[src/rtl/priority_request_queue_pkg.sv]
// Shared types and helpers for the priority request queue: selection ordering,
// output-stage state encoding and the index-width helper.
package prq_pkg;

  typedef enum logic {
    LSB_FIRST = 1'b0,
    MSB_FIRST = 1'b1
  } prio_order_t;

  typedef enum logic {
    ST_IDLE  = 1'b0,
    ST_GRANT = 1'b1
  } out_state_t;

  // Index width that stays at least one bit wide for the smallest legal N.
  function automatic int idx_width(input int n);
    return (n <= 2) ? 1 : $clog2(n);
  endfunction

endpackage

[src/rtl/priority_request_queue_if.sv]
// Request/grant bundle between event sources, the priority queue and its consumer.
interface prq_if #(
  parameter int N     = 8,
  parameter int IDX_W = prq_pkg::idx_width(N)
);
  logic [N-1:0]     req;
  logic [N-1:0]     mask;
  logic [IDX_W-1:0] out_idx;
  logic             out_valid;
  logic             out_ready;
  logic [N-1:0]     pending;
  logic             any_pending;

  modport master (
    output req,
    output mask,
    output out_ready,
    input  out_idx,
    input  out_valid,
    input  pending,
    input  any_pending
  );

  modport slave (
    input  req,
    input  mask,
    input  out_ready,
    output out_idx,
    output out_valid,
    output pending,
    output any_pending
  );
endinterface

[src/rtl/priority_request_queue_prio_enc.sv]
// Combinational vector-to-index priority encoder with hit flag; with N=4 and
// MSB_FIRST=1 it reproduces the legacy 4-to-2 encoder.
module prio_enc_comb #(
  parameter int N         = 8,
  parameter int MSB_FIRST = 1,
  parameter int IDX_W     = prq_pkg::idx_width(N)
) (
  input  logic [N-1:0]     vec,
  output logic [IDX_W-1:0] idx,
  output logic             hit
);
  import prq_pkg::prio_order_t;

  localparam prio_order_t ORDER = (MSB_FIRST != 0) ? prq_pkg::MSB_FIRST : prq_pkg::LSB_FIRST;

  // The last matching bit visited by the scan wins, so scan direction sets priority.
  always_comb begin
    idx = '0;
    hit = |vec;
    if (ORDER == prq_pkg::MSB_FIRST) begin
      for (int i = 0; i < N; i++) begin
        if (vec[i]) idx = IDX_W'(i);
      end
    end else begin
      for (int i = N - 1; i >= 0; i--) begin
        if (vec[i]) idx = IDX_W'(i);
      end
    end
  end

endmodule

[src/rtl/priority_request_queue.sv]
// Sticky request capture with registered highest-priority grant on a
// valid/ready port; the granted channel is retired from pending on load.
//
//   state    | meaning
//   ST_IDLE  | no grant presented, out_valid=0
//   ST_GRANT | out_idx presented, out_valid=1, waiting for out_ready
module priority_request_queue #(
  parameter int N         = 8,
  parameter int MSB_FIRST = 1,
  parameter int IDX_W     = prq_pkg::idx_width(N)
) (
  input logic  clk,
  input logic  rst_n,
  prq_if.slave bus
);
  import prq_pkg::out_state_t;
  import prq_pkg::ST_IDLE;
  import prq_pkg::ST_GRANT;

  out_state_t       state_q, state_d;
  logic [IDX_W-1:0] idx_q, idx_d;
  logic [IDX_W-1:0] win_idx;
  logic             win_hit;
  logic             load;
  logic [N-1:0]     pend_q, pend_d;
  logic [N-1:0]     cand;
  logic [N-1:0]     load_onehot;

  assign cand = pend_q & bus.mask;

  prio_enc_comb #(
    .N         (N),
    .MSB_FIRST (MSB_FIRST),
    .IDX_W     (IDX_W)
  ) u_sel (
    .vec (cand),
    .idx (win_idx),
    .hit (win_hit)
  );

  // No preemption: a presented grant only changes after the consumer takes it.
  always_comb begin
    state_d = state_q;
    idx_d   = idx_q;
    load    = 1'b0;
    case (state_q)
      ST_IDLE: begin
        if (win_hit) begin
          state_d = ST_GRANT;
          load    = 1'b1;
        end
      end
      ST_GRANT: begin
        if (bus.out_ready) begin
          if (win_hit) load = 1'b1;
          else         state_d = ST_IDLE;
        end
      end
      default: state_d = ST_IDLE;
    endcase
    if (load) idx_d = win_idx;
  end

  // New requests are ORed in after the clear so a re-request of the loaded bit survives.
  always_comb begin
    load_onehot = '0;
    if (load) load_onehot[win_idx] = 1'b1;
    pend_d = (pend_q & ~load_onehot) | bus.req;
  end

  always_ff @(posedge clk or negedge rst_n) begin
    if (!rst_n) begin
      state_q <= ST_IDLE;
      idx_q   <= '0;
      pend_q  <= '0;
    end else begin
      state_q <= state_d;
      idx_q   <= idx_d;
      pend_q  <= pend_d;
    end
  end

  assign bus.out_idx     = idx_q;
  assign bus.out_valid   = (state_q == ST_GRANT);
  assign bus.pending     = pend_q;
  assign bus.any_pending = |pend_q;

endmodule

[src/flat_wrapper.sv]
// flat-port wrapper written by rule: the top's interface ports become plain ports
module priority_request_queue_flat import prq_pkg::out_state_t; import prq_pkg::ST_IDLE; import prq_pkg::ST_GRANT;
#(
  parameter int N         = 8,
  parameter int MSB_FIRST = 1,
  parameter int IDX_W     = prq_pkg::idx_width(N)
)
  (clk, rst_n, bus_req, bus_mask, bus_out_ready, bus_out_idx, bus_out_valid, bus_pending, bus_any_pending);
  prq_if #(.N(N), .IDX_W(IDX_W)) bus_i ();
  input logic clk;
  input logic rst_n;
  input wire logic [$bits(bus_i.req)-1:0] bus_req;
  input wire logic [$bits(bus_i.mask)-1:0] bus_mask;
  input wire logic [$bits(bus_i.out_ready)-1:0] bus_out_ready;
  output wire logic [$bits(bus_i.out_idx)-1:0] bus_out_idx;
  output wire logic [$bits(bus_i.out_valid)-1:0] bus_out_valid;
  output wire logic [$bits(bus_i.pending)-1:0] bus_pending;
  output wire logic [$bits(bus_i.any_pending)-1:0] bus_any_pending;
  assign bus_i.req = bus_req;
  assign bus_i.mask = bus_mask;
  assign bus_i.out_ready = bus_out_ready;
  assign bus_out_idx = bus_i.out_idx;
  assign bus_out_valid = bus_i.out_valid;
  assign bus_pending = bus_i.pending;
  assign bus_any_pending = bus_i.any_pending;
  priority_request_queue #(.N(N), .MSB_FIRST(MSB_FIRST), .IDX_W(IDX_W)) u_core (.clk(clk), .rst_n(rst_n), .bus(bus_i));
endmodule
[config.mk]
export PLATFORM = sky130hd
export DESIGN_NAME = priority_request_queue_flat
export DESIGN_NICKNAME = d
export VERILOG_FILES = /design/src/rtl/priority_request_queue_pkg.sv /design/src/rtl/priority_request_queue_if.sv /design/src/rtl/priority_request_queue_prio_enc.sv /design/src/rtl/priority_request_queue.sv /design/src/flat_wrapper.sv
export SDC_FILE = /design/constraint.sdc
export NUM_CORES = 1
export LEC_CHECK = 0
export ABC_AREA = 1
export CAP_MARGIN = 20
export CORE_MARGIN = 2
export CORE_UTILIZATION = 37
export CTS_BUF_LIST = sky130_fd_sc_hd__clkbuf_4
export DETAILED_ROUTE_END_ITERATION = 6
export GPL_TIMING_DRIVEN = 0
export PLACE_DENSITY = 0.74
export RECOVER_POWER = 100
export REMOVE_ABC_BUFFERS = 1
export SYNTH_ARGS = -nofsm -noshare
export SYNTH_HDL_FRONTEND = slang
export SYNTH_SLANG_ARGS = --single-unit
export TNS_END_PERCENT = 30
[constraint.sdc]
create_clock -name clk -period 1.2 [get_ports clk]
set_input_delay 0.24 -clock clk [delete_from_list [all_inputs] [get_ports clk]]
set_output_delay 0.24 -clock clk [all_outputs]
set_load 0.01 [all_outputs]
==> results.rst, run 1 <==
.. list-table::
   :header-rows: 1

   * - Metric
     - Value
   * - Status
     - complete, but fails checks
   * - Failing checks
     - setup timing
   * - Weighted congestion at the end of routability-driven global placement
     - approximately 0.85
   * - Dominant cell type by count on the critical path
     - nand2_1
   * - Setup violations, final
     - 13
   * - ANT cells
     - 0
   * - Primary flip-flop cell chosen by synthesis mapping
     - dfrtp_1
   * - Critical Path Slowest Stage Cell
     - dfrtp_1
   * - Clock Root Buffer
     - clkbuf_4
   * - Clock sink count
     - 12
   * - Hold WC Path Type
     - input pin to async pin
   * - Vertical die dimension
     - 46.14 um
   * - Detail-routed net length per standard cell
     - around 11 um
   * - Dominant delay contributor by cell family on the critical path
     - simple AND/OR/NAND/NOR gates
   * - Worst path required time
     - roughly 1.4 ns
   * - Flip-flop and latch count after synthesis
     - 12
   * - Cell area after layout
     - ~1100 um2
   * - Main area contributors after synthesis
     - dfrtp_1 (46%), nand2_1 (17%), inv_1 (6.3%), o21ai_1 (4.6%), nand3_1 (3.8%)
   * - RSZ-0062 raised after global routing
     - yes
   * - Overall via count from detail_route
     - 702
   * - Max Slew Vio Count
     - 0
   * - Slew Limit Headroom
     - 63.21%
   * - H-Tree Level Count
     - 1
   * - Final worst path period need
     - about 1.4 ns
   * - Top cell type's share of synthesized area
     - 45.71%
   * - Overall die area
     - approximately 2100 um2
   * - Syn avg cell area
     - between 7 and 8 um2
   * - Number of buffer cells added on primary ports
     - 31
   * - Transition time at the pin with the least slew margin
     - 0.5500 ns
   * - Clock buffer count from CTS
     - 3
   * - Initial antenna violation count
     - 0
   * - Distinct cell type count after synthesis
     - 17
   * - Detail Placement HPWL
     - about 1200 um
   * - Number of max-cap violations
     - 0
   * - Std cell rows
     - 15
   * - Synth cell count leaders
     - nand2_1 (30), dfrtp_1 (12), inv_1 (11), o21ai_1 (6), nand3_1 (5)
   * - Horizontal die dimension
     - approximately 46 um
   * - Total wire length
     - approximately 1600 um
   * - Crit end category
     - flip-flop
   * - Largest net degree at the start of global routing
     - 13
   * - Crit path setup slack, layout
     - -0.2224 ns
   * - Final #Nets
     - roughly 150
   * - Cells after Synth
     - 85
   * - Maximum clock frequency
     - 703.1 MHz
   * - Filler Cells Inserted
     - 150
   * - Count of pins on the block boundary
     - 32
   * - Fin crit share
     - 118.5%
   * - Clock transition time at the flip-flop clock pins of the worst setup and hold paths
     - roughly 0.060 ns
   * - Starting DRC count in detailed routing
     - 3
   * - Register area share after synthesis
     - between 40% and 50%
   * - Maximum count of clock buffers along a single path
     - 2
   * - GRT Total Usage
     - roughly 16%
   * - Grt ovf
     - 0
   * - Fraction of final layout cells with drive strength greater than 1
     - between 20% and 30%
   * - Signed area change from the synthesized netlist to the final layout
     - 67.43%
   * - Initial core utilization
     - about two fifths
   * - Startpoint types
     - flip-flop
   * - Hold violation total from the final report
     - 0
   * - Hold Worst Slack
     - 0.3989 ns
   * - Arrival time at the worst endpoint
     - 1.58 ns
   * - IR Drop Worst-Case VDD
     - between 500 and 600 uV
   * - Core region area
     - 1689 um2
   * - Post-layout utilization of the core
     - ~65%
   * - Wire length of the first global-routing pass
     - approximately 2400 um
   * - Clock tree from TritonCTS
     - yes
   * - Bufs and invs on worst path
     - 3
   * - Netlist area before placement
     - around 660 um2
   * - DRC violations left
     - 0
   * - Most common cell in the synthesized netlist
     - nand2_1
   * - Crit-path cells
     - buf_6, buf_6, nand2_4, inv_2, nand2_1, nand2_1, nand2_1, nand2_1, nand2_2, nand2_4, o21ai_2, nand2_1
   * - Number of optimization iterations in the first detailed-route pass
     - 4
   * - Crit path kind
     - flip-flop to flip-flop
   * - Yosys Warn Count
     - 0
   * - Vias in the first global route
     - 648
   * - Post-synthesis cell type with the largest combined area
     - dfrtp_1
   * - Number of synthesized flops with an enable pin
     - 0
   * - Number of vias per cell
     - around 4.9
   * - Pwr/cell area
     - approximately 860 nW/um2
   * - Post-DRT Antenna Nets
     - 0
   * - Proportion of synthesized flip-flops having asynchronous set or reset
     - between 90% and 100%
   * - Static Leak
     - 0.0005157 uW
   * - Crit-path max FO
     - 6
   * - Placed cell areas
     - slightly below 1000 um2
   * - Max Clock Skew
     - ~0.0018 ns
   * - Latest clock arrival within the worst-skew pair
     - 0.26 ns
   * - Max stage delay on crit path
     - about 0.4 ns
## registers in the layout (all words and copies together) (netlist names)
signal                flops
u_core.bus.pending        8
u_core.bus.out_valid      1
u_core.bus.out_idx        3
## power breakdown
group	switching [uW]	internal [uW]	total, uW
Clock	114	116	230
Sequential	14.9	427	442
Combinational	134	137	271
## routing by layer
| layer | global-route usage (%) | up-vias | routed length (um) |
|---|---|---|---|
| li1 | - | 350 | - |
| met1 | 16.87 | 325 | 632 |
| met2 | 30.00 | 25 | 855 |
| met3 | 5.882 | 2 | 93 |
| met4 | 5.143 | 0 | 21 |
| met5 | 0 | - | 0 |
## per-stage QoR
stage	std cells	power (uW)	setup slack (ns)	setup TNS, ns
2_1_floorplan	85	558.0	-0.05038	-0.1060
5_1_grt	144	1007	-0.3058	-3.144
3_5_place_dp	133	686.1	-0.3976	-4.240
4_1_cts	143	931.1	-0.2386	-1.849
3_3_place_gp	133	684.0	-0.3642	-4.050
6_report	144	941.8	-0.2224	-2.008
## kinds of logic after synthesis
family	Yosys count	share of synthesized area [%]
AND/OR/NAND/NOR	50	38.48
flip-flops	12	45.71
AO/OA/AOI/OAI	9	7.429
buffers and inverters	14	8.382
## area by class of cell
type                       instances  area (um2)  area share (%)
multi-input combinational         59       351.6           31.97
inverter                          14       57.56           5.233
sequential                        12       300.3           27.30
tap                               17       21.27           1.934
timing repair buffer              39       346.6           31.51
clock buffer                       3       22.52           2.048
## placed cells by master, fill, tap and decap left out
cell type        Yosys  routed
clkbuf_1             0       3
nand3_1              5       4
a21o_1               1       1
clkbuf_2             0       1
nor4_1               2       1
o21ai_1              6       5
nand2_4              2       5
nor4_2               0       1
buf_4                0       5
a31oi_1              1       1
buf_6                0       4
buf_2                0       2
clkdlybuf4s15_1      0       4
clkdlybuf4s50_1      0      17
clkbuf_4             0       3
inv_2                2       2
nor2_1               3       2
nand2_2              3       3
nor2_2               3       2
nor2_8               1       1
o21ai_2              0       1
inv_1               11      10
nand2_1             30      27
nor2_4               1       3
nand3_2              0       1
dfrtp_1             12      12
dlygate4sd2_1        0       2
dlygate4sd3_1        0       1
inv_4                1       2
a21oi_1              1       1
## path summary, 6_finish.rpt
path,cells past startpoint,end,start,slack [ns]
max in group asynchronous,1,u_core.bus.pending[6]$_DFF_PN0_,rst_n,0.44
worst max register to register,12,u_core.bus.pending[4]$_DFF_PN0_,u_core.bus.pending[1]$_DFF_PN0_,-0.22
worst min-delay path,1,u_core.bus.pending[2]$_DFF_PN0_,rst_n,0.40
worst min register to register,2,u_core.bus.out_idx[2]$_DFFE_PN0P_,u_core.bus.out_idx[2]$_DFFE_PN0P_,0.48
worst max-delay path,12,u_core.bus.pending[4]$_DFF_PN0_,u_core.bus.pending[1]$_DFF_PN0_,-0.22
min in group clk,2,u_core.bus.out_idx[2]$_DFFE_PN0P_,u_core.bus.out_idx[2]$_DFFE_PN0P_,0.48
## repair_timing
item,4_1_cts,5_1_grt
setup buffers,7,1
pin swaps,5,1
hold buffers,0,0
endpoints found under the setup margin,24,21
resized for setup,35,17
Power figures use the tool's default switching activity.
==> run 2: changes to the inputs <==
--- a/config.mk
+++ b/config.mk
@@ -6,6 +6,7 @@
 export NUM_CORES = 1
 export LEC_CHECK = 0
 export ABC_AREA = 1
+export ABC_CLOCK_PERIOD_IN_PS = 1200
 export CAP_MARGIN = 20
 export CORE_MARGIN = 2
 export CORE_UTILIZATION = 37
==> results of run 2 <==
The final DEF is identical to that of run 1; final timing and power are the same.
==> run 3: changes to the inputs <==
--- a/config.mk
+++ b/config.mk
@@ -11,6 +11,7 @@
 export CORE_MARGIN = 2
 export CORE_UTILIZATION = 37
 export CTS_BUF_LIST = sky130_fd_sc_hd__clkbuf_4
+export CTS_CLUSTER_SIZE = 25
 export DETAILED_ROUTE_END_ITERATION = 6
 export GPL_TIMING_DRIVEN = 0
 export PLACE_DENSITY = 0.74
==> constraint.sdc (replaced) <==
create_clock -name clk -period 1.2 [get_ports clk]
set_input_delay 0.24 -clock clk [delete_from_list [all_inputs] [get_ports clk]]
set_output_delay 0.24 -clock clk [all_outputs]
set_load 0.05 [all_outputs]
==> run 3 against run 2 <==
  * The run still ends with setup timing left
  * Via count shrank 4.6%
  * Cell count shrank 4.2%
  * Critical path depth shrank 9
  * First-iteration DRC count grew to 3.3 times the previous value
  * Utilization shrank 2.5 points
  * Largest cell class unchanged
  * Worst setup slack lost 0.064 ns
==> results.rst, run 3 (synthesis results as in run 1) <==
.. list-table::
   :header-rows: 1

   * - Metric
     - Value
   * - Weighted congestion at the end of routability-driven global placement
     - 0.8478 (unchanged)
   * - Most frequent cells in the layout
     - nand2_1 (27), clkdlybuf4s50_1 (16), inv_1 (11), dfrtp_1 (11), buf_4 (6) (was nand2_1 (27), clkdlybuf4s50_1 (17), dfrtp_1 (12), inv_1 (10))
   * - H-Tree Level Count
     - 1 (unchanged)
   * - DRC violations left
     - 0 (unchanged)
   * - Final #Nets
     - 142 (was 148)
   * - Max Slew Vio Count
     - 0 (unchanged)
   * - Number of vias per cell
     - 4.855 (was 4.875)
   * - Detail Placement HPWL
     - 1158 um (unchanged)
   * - Hold violation total from the final report
     - 0 (unchanged)
   * - Most frequent standard cell in the layout excluding fill and tap cells
     - nand2_1 (unchanged)
   * - Cell Count, Final, Fillers Out
     - 138 (was 144)
   * - Fin crit share
     - 123.9% (was 118.5%)
   * - Maximum count of clock buffers along a single path
     - 2 (unchanged)
   * - Crit path kind
     - flip-flop to output pin (was flip-flop to flip-flop)
   * - Largest net degree at the start of global routing
     - 13 (unchanged)
   * - Hold buffer count at cts
     - 0 (unchanged)
   * - Crit path setup slack, layout
     - -0.2866 ns (was -0.2224 ns)
   * - Placed cell areas
     - 988.4 um2 (unchanged)
   * - DP Worst Slack
     - -0.6206 ns (was -0.3976 ns)
   * - Post-DRT Antenna Nets
     - 0 (unchanged)
   * - Flip-flop count of the largest register after layout
     - 8 (unchanged)
   * - Initial antenna violation count
     - 0 (unchanged)
   * - Std cell rows
     - 15 (unchanged)
   * - Clock Root Buffer
     - clkbuf_4 (unchanged)
   * - Overall die area
     - 2128 um2 (unchanged)
   * - Total wire length
     - 1489 um (was 1603 um)
   * - Horizontal die dimension
     - 46.14 um (unchanged)
   * - Clock tree from TritonCTS
     - yes (unchanged)
   * - Setup violations, final
     - 14 (was 13)
   * - Failing checks
     - setup timing (unchanged)
   * - Vias in the first global route
     - 603 (was 648)
   * - RSZ-0062 raised after global routing
     - yes (unchanged)
   * - Core region area
     - 1689 um2 (unchanged)
   * - Worst path required time
     - 0.96 ns (was 1.36 ns)
   * - Hold Worst Slack
     - 0.3944 ns (was 0.3989 ns)
   * - Clock sink count
     - 12 (unchanged)
   * - Vertical die dimension
     - 46.14 um (unchanged)
   * - Clock transition time at the flip-flop clock pins of the worst setup and hold paths
     - 0.06 ns (about the same)
   * - Slew Limit Headroom
     - 64.37% (was 63.21%)
   * - Detailed-routing wirelength on met1
     - 583 um (was 632 um)
   * - Transition time at the pin with the least slew margin
     - 0.5327 ns (was 0.5500 ns)
   * - Length of routed met2 wiring
     - 805 um (was 855 um)
   * - Highest metal layer with signal wires
     - met4 (unchanged)
   * - ANT cells
     - 0 (unchanged)
   * - Starting DRC count in detailed routing
     - 10 (was 3)
   * - Cell area after layout
     - 1057 um2 (was 1100 um2)
   * - Hold WC Path Type
     - input pin to async pin (unchanged)
   * - Final worst path period need
     - 1.487 ns (was 1.422 ns)
   * - Clock buffer count from CTS
     - 3 (unchanged)
   * - Signed area change from the synthesized netlist to the final layout
     - 60.95% (was 67.43%)
   * - Number of max-cap violations
     - 0 (unchanged)
   * - Crit end category
     - output pin (was flip-flop)
   * - Maximum clock frequency
     - 672.7 MHz (was 703.1 MHz)
   * - Overall via count from detail_route
     - 670 (was 702)
   * - Static Leak
     - 0.0005056 uW (was 0.0005157 uW)
   * - Count of pins on the block boundary
     - 32 (unchanged)
   * - Crit-path max FO
     - 3 (was 6)
   * - Fraction of final layout cells with drive strength greater than 1
     - 34.71% (was 28.35%)
   * - Number of optimization iterations in the first detailed-route pass
     - 4 (unchanged)
   * - Number of buffer cells added on primary ports
     - 31 (unchanged)
   * - Wire length on met3
     - 85 um (was 93 um)
   * - Status
     - complete, but fails checks (unchanged)
   * - Pwr/cell area
     - 931.4 nW/um2 (was 856.4 nW/um2)
   * - Inst Count DP
     - 133 (unchanged)
   * - IR Drop Worst-Case VDD
     - 547.5 uV (was 540.7 uV)
   * - Grt ovf
     - 0 (unchanged)
   * - GRT Total Usage
     - 15.80% (was 16.29%)
   * - Arrival time at the worst endpoint
     - 1.25 ns (was 1.58 ns)
   * - Initial core utilization
     - 38.89% (unchanged)
   * - Max Clock Skew
     - 0.002027 ns (was 0.001797 ns)
   * - Detail-routed net length per standard cell
     - 10.79 um (was 11.13 um)
   * - Latest clock arrival within the worst-skew pair
     - 0.26 ns (about the same)
   * - Startpoint types
     - flip-flop (unchanged)
   * - Wire length of the first global-routing pass
     - 2325 um (was 2401 um)
==> run 3: changes by cell type in the layout (fill, tap and decap cells not counted), sizes merged <==
cell / change
clkdlybuf4s50: -1
clkdlybuf4s15: -3
buf: -3
clkbuf: +1
==> run 3: what timing repair did <==
item | 4_1_cts | 5_1_grt
setup buffers | 1 | 1
gates resized for setup | 61 | 29
pin swaps | 3 | 4
endpoints found under the setup margin | 24 | 25
==> run 3: through the flow <==
step                      TNS (ns)  total power, uW  util (%)
after floorplan             -3.454            626.1         -
after global placement      -6.758            753.4     58.52
after detailed placement    -6.976            755.4     58.52
after CTS                   -1.771            981.7     59.56
after global routing        -3.698             1050     62.59
final                       -2.444            984.8     62.59
==> run 3: layer usage <==
metal,up-vias,global-route usage (%)
met4,0,5.143
met3,2,5.882
met1,309,17.36
met2,21,27.78
met5,-,0
li1,338,-
==> run 3: power breakdown <==
part	switching [uW]	internal [uW]	leakage, uW
clock	112	116	0.0000138
combinational	192	117	0.000377
sequential	19.8	427	0.000114
==> run 3: layout make-up <==
class                   count  area, um2
multi-input cells          59      357.8
clock buffers               3      22.52
fillers                   165      631.9
flip-flops and latches     12      301.5
well taps                  17      21.27
repair buffers             33      296.5
inverters                  14      57.56
==> run 3: worst max-delay path: stages (launching register included) <==
cell,delay (ns)
dfrtp_1,0.41
nor4_2,0.32
nand2_1,0.10
buf_6,0.16
==> run 3: worst paths after layout <==
check,endpoint,slack [ns],cells after the start,start
worst max-delay path,bus_any_pending,-0.29,3,u_core.bus.pending[1]$_DFF_PN0_
worst min-delay path,u_core.bus.out_idx[2]$_DFFE_PN0P_,0.39,1,rst_n
worst max register to register,u_core.bus.pending[4]$_DFF_PN0_,-0.24,12,u_core.bus.pending[1]$_DFF_PN0_
worst min register to register,u_core.bus.out_idx[2]$_DFFE_PN0P_,0.49,2,u_core.bus.out_idx[2]$_DFFE_PN0P_
max in group asynchronous,u_core.bus.pending[7]$_DFF_PN0_,0.42,1,rst_n
min in group clk,u_core.bus.out_idx[2]$_DFFE_PN0P_,0.49,2,u_core.bus.out_idx[2]$_DFFE_PN0P_
